==> src/rtl/nios2_oci_dct_pkg.sv <==
// nios2_oci_dct_pkg: shared widths and end-of-test state for the DCT packer
package nios2_oci_dct_pkg;
  localparam int DCT_CODE_W = 2;
  localparam int DCT_SLOTS = 15;
  localparam int DCT_BUF_W = DCT_CODE_W * DCT_SLOTS;
  localparam int DCT_CNT_W = 4;
  typedef enum logic [1:0] {RUN, DRAIN, DONE} dct_state_t;
endpackage

==> src/rtl/nios2_oci_dct_outreg.sv <==
// nios2_oci_dct_outreg: valid/ready holding register for one packed DCT frame
module nios2_oci_dct_outreg
  import nios2_oci_dct_pkg::*;
#(
  parameter int BUF_W = DCT_BUF_W,
  parameter int CNT_W = DCT_CNT_W
) (
  input  logic             clk,
  input  logic             reset,
  input  logic             load,
  input  logic [BUF_W-1:0] load_buf,
  input  logic [CNT_W-1:0] load_cnt,
  input  logic             out_ready,
  output logic             out_valid,
  output logic [BUF_W-1:0] dct_buffer,
  output logic [CNT_W-1:0] dct_count
);
  always_ff @(posedge clk) begin
    if (reset) begin
      out_valid <= 1'b0;
      dct_buffer <= '0;
      dct_count <= '0;
    end else if (load) begin
      out_valid <= 1'b1;
      dct_buffer <= load_buf;
      dct_count <= load_cnt;
    end else if (out_ready) begin
      out_valid <= 1'b0;
    end
  end
endmodule

==> src/rtl/nios2_oci_dct_packer.sv <==
// nios2_oci_dct_packer: packs trace codes into DCT frames; DCT_PACKER_STATS_EN adds frame/drop counters
module nios2_oci_dct_packer
  import nios2_oci_dct_pkg::*;
#(
  parameter int CODE_W = DCT_CODE_W,
  parameter int SLOTS = DCT_SLOTS,
  localparam int BUF_W = CODE_W * SLOTS,
  localparam int CNT_W = DCT_CNT_W
) (
  input  logic              clk,
  input  logic              reset,
  input  logic              code_valid,
  input  logic [CODE_W-1:0] code,
  input  logic              flush,
  input  logic              test_ending,
  output logic              out_valid,
  input  logic              out_ready,
  output logic [BUF_W-1:0]  dct_buffer,
  output logic [CNT_W-1:0]  dct_count,
  output logic              overflow,
  output logic              test_has_ended
`ifdef DCT_PACKER_STATS_EN
  ,
  output logic [15:0]       frames_sent,
  output logic [15:0]       codes_dropped
`endif
);
  logic [BUF_W-1:0] acc_buf;
  logic [CNT_W-1:0] acc_cnt;
  logic pend;
  dct_state_t state;
  logic full, empty, out_free, flush_req, handoff, take, accept, drop, drained;
  assign full = acc_cnt == CNT_W'(SLOTS);
  assign empty = acc_cnt == '0;
  assign out_free = !out_valid || out_ready;
  // anything past RUN keeps flushing so the drain completes without further requests
  assign flush_req = flush || test_ending || pend || state != RUN;
  assign handoff = out_free && !empty && (full || flush_req);
  assign take = code_valid && state == RUN && !test_ending;
  assign accept = take && (!full || handoff);
  assign drop = take && full && !handoff;
  assign drained = state == DRAIN && empty && !out_valid;
  always_ff @(posedge clk) begin
    if (reset) begin
      acc_buf <= '0;
      acc_cnt <= '0;
      pend <= 1'b0;
      state <= RUN;
      overflow <= 1'b0;
      test_has_ended <= 1'b0;
    end else begin
      acc_buf <= handoff ? (accept ? BUF_W'(code) : '0)
               : accept ? {acc_buf[BUF_W-CODE_W-1:0], code} : acc_buf;
      acc_cnt <= handoff ? CNT_W'(accept) : acc_cnt + CNT_W'(accept);
      pend <= !handoff && (pend || (flush && !empty));
      overflow <= overflow || drop;
      state <= (state == RUN && test_ending) ? DRAIN : drained ? DONE : state;
      test_has_ended <= test_has_ended || drained;
    end
  end
  nios2_oci_dct_outreg #(.BUF_W(BUF_W), .CNT_W(CNT_W)) u_outreg (
    .clk(clk),
    .reset(reset),
    .load(handoff),
    .load_buf(acc_buf),
    .load_cnt(acc_cnt),
    .out_ready(out_ready),
    .out_valid(out_valid),
    .dct_buffer(dct_buffer),
    .dct_count(dct_count)
  );
`ifdef DCT_PACKER_STATS_EN
  always_ff @(posedge clk) begin
    if (reset) begin
      frames_sent <= '0;
      codes_dropped <= '0;
    end else begin
      frames_sent <= frames_sent + 16'((out_valid && out_ready && frames_sent != 16'hFFFF));
      codes_dropped <= codes_dropped + 16'((drop && codes_dropped != 16'hFFFF));
    end
  end
`endif
endmodule

==> config.mk <==
export PLATFORM = sky130hd
export DESIGN_NAME = nios2_oci_dct_packer
export DESIGN_NICKNAME = d
export VERILOG_FILES = /design/src/rtl/nios2_oci_dct_pkg.sv /design/src/rtl/nios2_oci_dct_outreg.sv /design/src/rtl/nios2_oci_dct_packer.sv
export SDC_FILE = /design/constraint.sdc
export NUM_CORES = 1
export LEC_CHECK = 0
export CORE_UTILIZATION = 55
export DETAILED_ROUTE_END_ITERATION = 6
export DONT_BUFFER_PORTS = 1
export GPL_TIMING_DRIVEN = 0
export HOLD_SLACK_MARGIN = 0.03
export PLACE_DENSITY = 0.77
export SLEW_MARGIN = 10
export SYNTH_ARGS = -nofsm -noshare
export SYNTH_HDL_FRONTEND = slang
export SYNTH_SLANG_ARGS = --single-unit
export TNS_END_PERCENT = 30
==> constraint.sdc <==
create_clock -name clk -period 1.7 [get_ports clk]
set_input_delay 0.17 -clock clk [delete_from_list [all_inputs] [get_ports clk]]
set_output_delay 0.17 -clock clk [all_outputs]
set_load 0.05 [all_outputs]
==> Word level (Yosys, flattened, before mapping) <==
Index checks and enable logic that the tools add are counted.
{ "op_classes": {"n_eq_ne": 2, "addsub": 1, "n_reduce_logical": 34, "muxes": 8} }
{ "op_table": {"columns": ["cell", "n"], "rows": [
  ["30-bit 2-to-1 mux", 2],
  ["1-bit logical AND", 12],
  ["1-bit logical OR", 9],
  ["2-bit nonzero test", 4],
  ["1-bit logical NOT", 5],
  ["1-bit 2-to-1 mux", 5],
  ["4-bit by 1-bit adder with 4-bit output", 1],
  ["4-bit equality test (second input constant)", 1],
  ["4-bit logical NOT", 1],
  ["2-bit OR reduction", 2],
  ["2-bit by 1-bit equality test with 1-bit output (second input constant)", 1],
  ["2-bit logical NOT", 1],
  ["2-bit 2-to-1 mux", 1]
]} }
{ "totals": {"inputBits": 8, "elab_cells": 56, "ff_bits": 74} }

==> Depth between registers and ports, before layout <==
Gate-level depths: netlist of run 1.
{ "depth": {"ltp_word": 9, "mapped_depth": 8, "depth_no_buf": 7} }

==> Hierarchy <==
Synthesis of run 1 repeated with hierarchy kept, for this count alone.
{ "unflattened": {"cells_unflattened": 291, "area_unflattened_um2": 2845.2} }
{ "by_module_without_submodules": {"columns": ["mod", "n_inst", "area_each_um2", "cells_per_inst"], "rows": [
  ["nios2_oci_dct_packer", 1, 1572.8, 177],
  ["nios2_oci_dct_outreg", 1, 1272.5, 114]
]} }

==> Least setup slack after synthesis of run 1 <==
Ideal clock, no wire load.
{ "synth_timing": {"path_type": "register -> register", "startpoint": "register u_outreg.out_valid", "endpoint": "register acc_cnt[2]", "period_less_slack_ns": 1.940, "setup_time_ns": 0.115, "t_required_ns": 1.585, "arrival_ns": 1.826, "path_stages_with_launch": 9, "slack_ns": -0.240, "path_buffers": 1, "path_cell_list": "dfxtp_1 nand2b_1 o21ai_1 inv_2 buf_2 ha_1 ha_1 xnor2_1 nor2_1"} }
{ "synth_via": {"elab_chain_cells": 7, "word_cells_on_any_way": 8, "cone_classes": "add/sub: 1; reduce/logical: 7"} }
{ "synth_rtl": {"columns": ["item", "line_no", "source"], "rows": [
  ["start: declaration", "nios2_oci_dct_outreg.sv:14", "output logic out_valid,"],
  ["start signal: assignment", "nios2_oci_dct_outreg.sv:20", "out_valid <= 1'b0;"],
  ["start signal: assignment", "nios2_oci_dct_outreg.sv:24", "out_valid <= 1'b1;"],
  ["start signal: assignment", "nios2_oci_dct_outreg.sv:28", "out_valid <= 1'b0;"],
  ["1-bit logical NOT *", "nios2_oci_dct_packer.sv:35", "assign out_free = !out_valid || out_ready;"],
  ["1-bit logical OR *", "nios2_oci_dct_packer.sv:35", null],
  ["1-bit logical AND * (2 in series)", "nios2_oci_dct_packer.sv:38", "assign handoff = out_free && !empty && (full || flush_req);"],
  ["1-bit logical OR", "nios2_oci_dct_packer.sv:40", "assign accept = take && (!full || handoff);"],
  ["1-bit logical AND", "nios2_oci_dct_packer.sv:40", null],
  ["4-bit by 1-bit adder with 4-bit output", "nios2_oci_dct_packer.sv:54", "acc_cnt <= handoff ? CNT_W'(accept) : acc_cnt + CNT_W'(accept);"],
  ["end signal: assignment", "nios2_oci_dct_packer.sv:54", null],
  ["end: declaration", "nios2_oci_dct_packer.sv:29", "logic [CNT_W-1:0] acc_cnt;"]
]} }
Mark *: on every way between the ends. The rest lies on a longest branch, timed or not.
A chain may end at the register's enable or synchronous reset.

==> Worst setup path after layout of run 1 <==
{ "layout_timing": {"startpoint": "register state[1]", "endpoint": "register acc_cnt[2]"} }
{ "layout_via": {"elab_chain_cells": 7, "word_cells_on_any_way": 11, "cone_classes": "add/sub: 1; reduce/logical: 10"} }
{ "layout_rtl": {"columns": ["item", "line_no", "source"], "rows": [
  ["start: declaration", "nios2_oci_dct_packer.sv:31", "dct_state_t state;"],
  ["start signal: assignment", "nios2_oci_dct_packer.sv:57", "state <= (state == RUN && test_ending) ? DRAIN : drained ? DONE : state;"],
  ["2-bit nonzero test", "nios2_oci_dct_packer.sv:37", "assign flush_req = flush || test_ending || pend || state != RUN;"],
  ["1-bit logical OR", "nios2_oci_dct_packer.sv:37", null],
  ["1-bit logical OR", "nios2_oci_dct_packer.sv:38", null],
  ["1-bit logical AND", "nios2_oci_dct_packer.sv:38", null],
  ["1-bit logical OR", "nios2_oci_dct_packer.sv:40", null],
  ["1-bit logical AND", "nios2_oci_dct_packer.sv:40", null],
  ["4-bit by 1-bit adder with 4-bit output", "nios2_oci_dct_packer.sv:54", null]
]} }
Parallel ways exist; a longest one is shown, timed or not.

==> results of run 1 <==
[area by class of cell]
type | count | area, um^2 | area share (%)
Inverter | 4 | 15.01 | 0.4787
Tap cell | 67 | 83.83 | 2.673
Buffer | 21 | 150.1 | 4.787
Multi-Input combinational cell | 226 | 1106 | 35.26
Clock inverter | 2 | 11.26 | 0.3590
Clock buffer | 13 | 158.9 | 5.066
Timing Repair Buffer | 13 | 110.1 | 3.510
Sequential cell | 74 | 1501 | 47.87
[registers in the layout (all words and copies together), names as in the netlist]
register / cells
u_outreg.out_valid: 1
state: 2
u_outreg.dct_count: 4
test_has_ended: 1
u_outreg.dct_buffer: 30
acc_cnt: 4
acc_buf: 30
overflow: 1
pend: 1
[cells by family after synthesis]
group,count (synthesis),synth area share (%)
compound gates,74,15.02
simple gates,148,22.87
fa+ha+maj,2,0.9241
xor+xnor,2,0.6471
buf+inv,25,5.822
flops,74,54.71
[layer usage]
metal	GRT usage (%)	up-vias
met5	0	-
met4	14.16	0
met3	6.528	10
met2	38.73	41
met1	29.58	1002
li1	-	1105
[worst register-to-register path: stages, from the launching register on]
cell and delay, ps:
dfxtp_2 350, nor4b_4 400, o21ai_4 100, inv_2 90, buf_6 100, ha_2 160
ha_1 160, xnor2_1 120, nor2_1 50
[through the flow]
step	setup TNS (ps)	std cells	power (mW)	hold WS, ps	instance area (um^2)
floorplan	0	325	2.130	307.6	2716
global placement	-310.5	392	2.211	312.8	2800
detailed placement	-507.7	392	2.220	315.4	2800
CTS	0	413	3.440	30.92	3063
global route	-87.94	420	3.607	140.2	3137
finish	0	420	3.459	125.3	3137
[power by group]
group | internal [mW] | switching [mW] | total, mW
logic | 0.169 | 0.256 | 0.424
clock network | 0.602 | 0.607 | 1.21
registers | 1.76 | 0.0662 | 1.82
[worst min-delay path by stage]
stage | from | slack, ps | endpoint | cells after the start
floorplan | flush | 310 | pend | 2
global placement | code[0] | 310 | acc_buf[0] | 2
detailed placement | code[0] | 320 | acc_buf[0] | 2
CTS | out_ready | 30 | u_outreg.out_valid | 2
global route | test_ending | 140 | acc_cnt[0] | 4
finish | test_ending | 130 | acc_buf[0] | 5
[repair_timing]
item | CTS | global route
gates resized for setup | 10 | 8
setup endpoints to repair | 6 | 51
pin swaps | 2 | 3
hold buffers | 4 | 1
setup buffers | 2 | 6
cloned | 0 | 0
endpoints found under the hold margin | 4 | 1
[Yosys cell counts]
cell type / instances
nand2_1: 128
dfxtp_1: 74
nand3b_1: 1
o21ai_1: 1
a311o_2: 1
buf_4: 3
xor2_1: 1
nor2_1: 8
a311oi_4: 1
nor4_4: 1
nand2b_1: 2
ha_1: 2
xnor2_1: 1
a21oi_1: 69
inv_2: 1
nand3_1: 3
nor4b_2: 1
o21ba_2: 1
buf_2: 6
nor2b_1: 1
buf_6: 6
a21oi_2: 1
nor3_1: 2
clkbuf_1: 6
nand4_4: 1
inv_1: 3
==> parameters.txt, run 1 <==
Parameter                              Value

CTS
  CTS Root Buffer Type ... clkbuf_8
  Clock-pin slew of the registers on the worst-case setup and hold paths ... 70 ps
  Number of buffers on the longest clock path ... 2
  Clk sink count ... 74
  Source-to-sink clock delay at the later pin of the worst-skew pair ... 340 ps
  TritonCTS buffer count ... 9
  TritonCTS clock tree ... yes
  Count of H-tree levels built during CTS ... 3

Routing
  Vias ... 2158
  Average wire per cell in the routed design ... 13.75 um
  DRC Markers ... 0
  Average via count per standard cell ... 5.138
  Detail Route met2 WL ... 2741 um
  Wire length on met3 ... 276 um
  Length of routed wiring on met1 ... 2634 um
  1st-iter DRT viols ... 125
  Antenna violation net count after detailed routing ... 0
  First drt pass iteration count ... 4
  Wire length reported by the detailed router ... 5775 um
  DR top layer ... met4

Floorplanning
  Standard-cell row count ... 25
  Width of the chip ... 72.17 um
  Die Span Y ... 72.17 um
  Number of top-level pins ... 45
  Standard cell core area ... 4723 um^2
  Die Area ... 5208 um^2
  Effective utilization at floorplan ... 57.32%

Outcome
  Result of the run ... completed

Critical path
  Largest fanout on the critical path ... 4
  Kind of launch point of the worst setup path ... flop
  Required time of the critical path ... 1940 ps
  Endpoint type of the worst setup path ... flop
  Number of cells on the worst reg-to-reg path ... 8
  Number of cells on the critical path ... 8
  R2r endpoint ... acc_cnt[2]
  Worst endpoint data arrival time ... 1870 ps
  Cell class contributing the biggest share of worst-path delay ... simple AND/OR/NAND/NOR gates
  Class of the most critical setup path ... flop to flop
  CP peak stage delay ... 390 ps
  Buffers & Inverters on Critical Path ... 2
  Chain of cells forming the critical path ... nor4b_4, o21ai_4, inv_2, buf_6, ha_2, ha_1, xnor2_1, nor2_1
  Worst r2r src ... state[1]
  First element of the critical path ... state[1]
  Critical-path top delay cell ... nor4b_4
  Setup slack of the worst register-to-register path ... 70 ps
  Crit path to ... acc_cnt[2]

Power
  Worst supply voltage drop on vdd ... 724.2 uV
  Power density cells ... 1103 nW/um^2
  Standby leakage power ... 1.075 nW

Yosys
  Library cells used by synthesis ... 26
  Total of flip-flops plus latches after synthesis ... 74
  Largest area contributor in the synthesized netlist ... dfxtp_1
  Part of the Yosys area used for sequential elements ... 54.71%
  Warnings, synthesis ... 0
  Cell area after synthesis ... 2708 um^2
  Area fraction of the dominant cell type after synthesis ... 54.71%
  Avg Synthesized Cell Area ... 8.331 um^2
  Cell count after synthesis ... 325
  Top cells by area, synth ... dfxtp_1 (55%), nand2_1 (18%), a21oi_1 (13%)
  Synthesized Nets ... 335

Final layout
  Highest-count cells in the layout ignoring fill and taps ... nand2_1 (128), a21oi_1 (69), dfxtp_1 (68), buf_4 (11), clkbuf_8 (11)
  Net count of the finished layout ... 359
  Final core utilization ... 66.41%
  Layout area overhead ... 15.85%
  Most common cell after layout, fill and taps aside ... nand2_1
  Count of antenna diodes in the layout ... 0
  Fill cell instance count of the final layout ... 414
  Share of post-route cells with drive strength above 1 ... 15.86%

GRT
  Via count of the first global-routing pass ... 2078
  Wire length of the first global-routing pass ... 9542 um
  Congestion Overflow GR ... 0
  Antenna violations before repair ... 0
  Global Route Usage Sum ... 24.30%
  Maximum number of pins on one net before global-route repair ... 12

Placement
  Number of buffer cells added on primary ports ... 0
  RePlAce Congestion ... 0.8185
  Placed wire-length estimate after detailed placement ... 3786 um
  Post-placement worst setup slack ... -168.1 ps

Timing
  Transition at the pin with the smallest max-transition slack ... 567.6 ps
  Max-slew violation count ... 0
  Final critical-path setup slack ... 69.45 ps
  Maximum operating frequency ... 0.6133 GHz
  Final clock period utilization by the worst path ... 95.91%
  Final period demand of the worst path ... 1631 ps
  Headroom to the max-slew limit ... 62.16%
  Number of hold violations in the final report ... 0
  Worst clock skew ... 8.090 ps
  Setup repair after global routing missed its margin ... true
  Setup-violating endpoint count in the final report ... 0

Hold path
  Hold Crit Class ... primary input to flop

Flow run
  Max-cap viol count ... 0
(Power assumes the default switching activity.)
==> run 2: changes to the inputs <==
==> constraint.sdc (replaced) <==
create_clock -name clk -period 1.5 [get_ports clk]
set_input_delay 0.15 -clock clk [delete_from_list [all_inputs] [get_ports clk]]
set_output_delay 0.15 -clock clk [all_outputs]
set_load 0.05 [all_outputs]
==> parameters.txt, run 2 (synthesis results as in run 1) <==
Parameter                              Value

Outcome
  Result of the run ... finished with violations
  Failing checks ... setup timing

CTS
  Source-to-sink clock delay at the later pin of the worst-skew pair ... 350 ps (about the same)
  CTS Root Buffer Type ... clkbuf_8
  Clock-pin slew of the registers on the worst-case setup and hold paths ... 80 ps (about the same)
  Clk sink count ... 74 (unchanged)
  TritonCTS clock tree ... yes
  TritonCTS buffer count ... 9 (unchanged)
  Count of H-tree levels built during CTS ... 3 (unchanged)
  Number of buffers on the longest clock path ... 2 (unchanged)

Power
  Final Power ... 4.479 mW (+29%)
  Power density cells ... 1223 nW/um^2 (+11%)
  Standby leakage power ... 1.313 nW (+22%)
  Worst supply voltage drop on vdd ... 889.1 uV (+23%)

Critical path
  Buffers & Inverters on Critical Path ... 3 (+1)
  Largest fanout on the critical path ... 6 (+2)
  Cell class contributing the biggest share of worst-path delay ... buffers and inverters
  Kind of launch point of the worst setup path ... flop
  Chain of cells forming the critical path ... nor2b_4, buf_6, a311oi_4, buf_6, buf_6, nand2_2, a21oi_2
  Class of the most critical setup path ... flop to flop
  Most Frequent Cell on Critical Path ... buf_6
  Critical-path top delay cell ... dfxtp_4
  Endpoint type of the worst setup path ... flop
  Worst endpoint data arrival time ... 1860 ps (about the same)
  Required time of the critical path ... 1780 ps (-160 ps)
  CP peak stage delay ... 420 ps (+30 ps)

Routing
  DRC Markers ... 0 (unchanged)
  Antenna violation net count after detailed routing ... 0 (unchanged)
  First drt pass iteration count ... 4 (unchanged)
  Average via count per standard cell ... 5.437 (+5.8%)
  1st-iter DRT viols ... 131 (+4.8%)
  Average wire per cell in the routed design ... 16.57 um (+20%)
  Vias ... 2376 (+10%)
  Wire length reported by the detailed router ... 7240 um (+25%)

Floorplanning
  Number of top-level pins ... 45 (unchanged)
  Die Area ... 5208 um^2 (unchanged)
  Effective utilization at floorplan ... 57.32% (unchanged)
  Standard-cell row count ... 25 (unchanged)
  Width of the chip ... 72.17 um (unchanged)
  Standard cell core area ... 4723 um^2 (unchanged)
  Die Span Y ... 72.17 um (unchanged)

Final layout
  Count of antenna diodes in the layout ... 0 (unchanged)
  Highest-count cells in the layout ignoring fill and taps ... nand2_1 (106), dfxtp_1 (67), a21oi_1 (46), a21oi_2 (24), nand2_2 (17)
  Final core utilization ... 77.51% (+11 points)
  Top flop regs ... acc_buf (30), u_outreg.dct_buffer (30)
  Net count of the finished layout ... 375 (+4.5%)
  Multi-input logic area ... 1326 um^2 (+20%)
  Fill cell instance count of the final layout ... 293 (-29%)
  Share of post-route cells with drive strength above 1 ... 34.05% (+18 points)
  Layout area overhead ... 35.21%
  Most common cell after layout, fill and taps aside ... nand2_1
  Register area ... 1505 um^2 (+0.25%)

Timing
  Final period demand of the worst path ... 1575 ps (-55.76 ps)
  Number of hold violations in the final report ... 0 (unchanged)
  Max-slew violation count ... 0 (unchanged)
  Setup-violating endpoint count in the final report ... 57 (+57)
  Transition at the pin with the smallest max-transition slack ... 646.1 ps (+78.49 ps)
  Headroom to the max-slew limit ... 56.93% (-5.2 points)
  Final critical-path setup slack ... -74.79 ps (-144.2 ps)
  Maximum operating frequency ... 0.6350 GHz (+3.5%)
  Worst clock skew ... 4.065 ps (-4.025 ps)
  Final clock period utilization by the worst path ... 105.0% (+9.1 points)
  Setup repair after global routing missed its margin ... true

Placement
  RePlAce Congestion ... 0.8547 (+4.4%)
  Post-placement worst setup slack ... -193.2 ps (-25.15 ps)
  Number of buffer cells added on primary ports ... 0 (unchanged)
  Placed wire-length estimate after detailed placement ... 3679 um (-2.8%)

Hold path
  Hold Crit Class ... primary input to flop

GRT
  Via count of the first global-routing pass ... 2229 (+7.3%)
  Maximum number of pins on one net before global-route repair ... 14 (+2)
  Global Route Usage Sum ... 25.80% (+1.5 points)
  Congestion Overflow GR ... 0 (unchanged)
  Antenna violations before repair ... 0 (unchanged)
  Wire length of the first global-routing pass ... 10120 um (+6.0%)

Flow run
  Max-cap viol count ... 0 (unchanged)
run 2: cell count changes in the layout (fill, tap and decap cells not counted), sizes merged:
cell,change
buf,+16
clkinv,+2
clkbuf,-1
bufinv,+1
inv,-1
run 2: metrics by stage:
step           setup TNS (ps)  hold WS [ps]  area [um^2]  cells
6_report                -2117         235.7         3661    437
5_1_grt                 -4982         254.6         3661    437
4_1_cts                -511.9         167.1         3406    429
3_5_place_dp            -7828         295.6         2863    392
3_3_place_gp            -4052         293.4         2863    392
2_1_floorplan               0         287.6         2779    325
run 2: final cells by class:
type	count	area share (%)
Clock inverter	4	1.333
Buffer	20	5.434
Inverter	4	0.4101
Multi-Input combinational cell	226	36.23
Clock buffer	12	4.511
Tap cell	67	2.290
Sequential cell	74	41.11
Timing Repair Buffer	30	8.681
run 2: layer usage:
| metal | vias to the layer above | global-route usage [%] | wire length (um) | part of all wire (%) |
|---|---|---|---|---|
| met1 | 1143 | 31.34 | 3063 | 42 |
| met3 | 16 | 5.139 | 301 | 4.2 |
| li1 | 1141 | - | - | - |
| met5 | - | 0 | 0 | 0 |
| met4 | 0 | 17.65 | 164 | 2.3 |
| met2 | 76 | 41.33 | 3711 | 51 |
run 2: timing repair:
action | in CTS | in global routing
buffers inserted | 14 | 6
cloned | 3 | 2
hold buffers | 5 | 0
pin swaps | 16 | 20
setup endpoints to repair | 68 | 70
endpoints found under the hold margin | 5 | 0
resized for setup | 39 | 55
run 2: power by group:
part | total (mW) | internal, mW | switching [mW]
Sequential | 2.08 | 1.99 | 0.0820
Clock | 1.64 | 0.902 | 0.738
Combinational | 0.763 | 0.361 | 0.403
run 2: worst reg2reg max path, stage by stage, from the launching register on:
cell and delay (ps):
dfxtp_4 420, nor2b_4 160, buf_6 110, a311oi_4 270
buf_6 200, buf_6 150, nand2_2 60, a21oi_2 130
run 2: path summary, 6_finish.rpt:
kind / from / end / slack (ps) / cells after the start
setup reg to reg: u_outreg.out_valid / u_outreg.dct_buffer[16] / -70 / 7
setup / recovery: u_outreg.out_valid / u_outreg.dct_buffer[16] / -70 / 7
hold / removal: test_ending / acc_cnt[0] / 240 / 5
hold reg to reg: acc_buf[29] / acc_buf[29] / 470 / 2
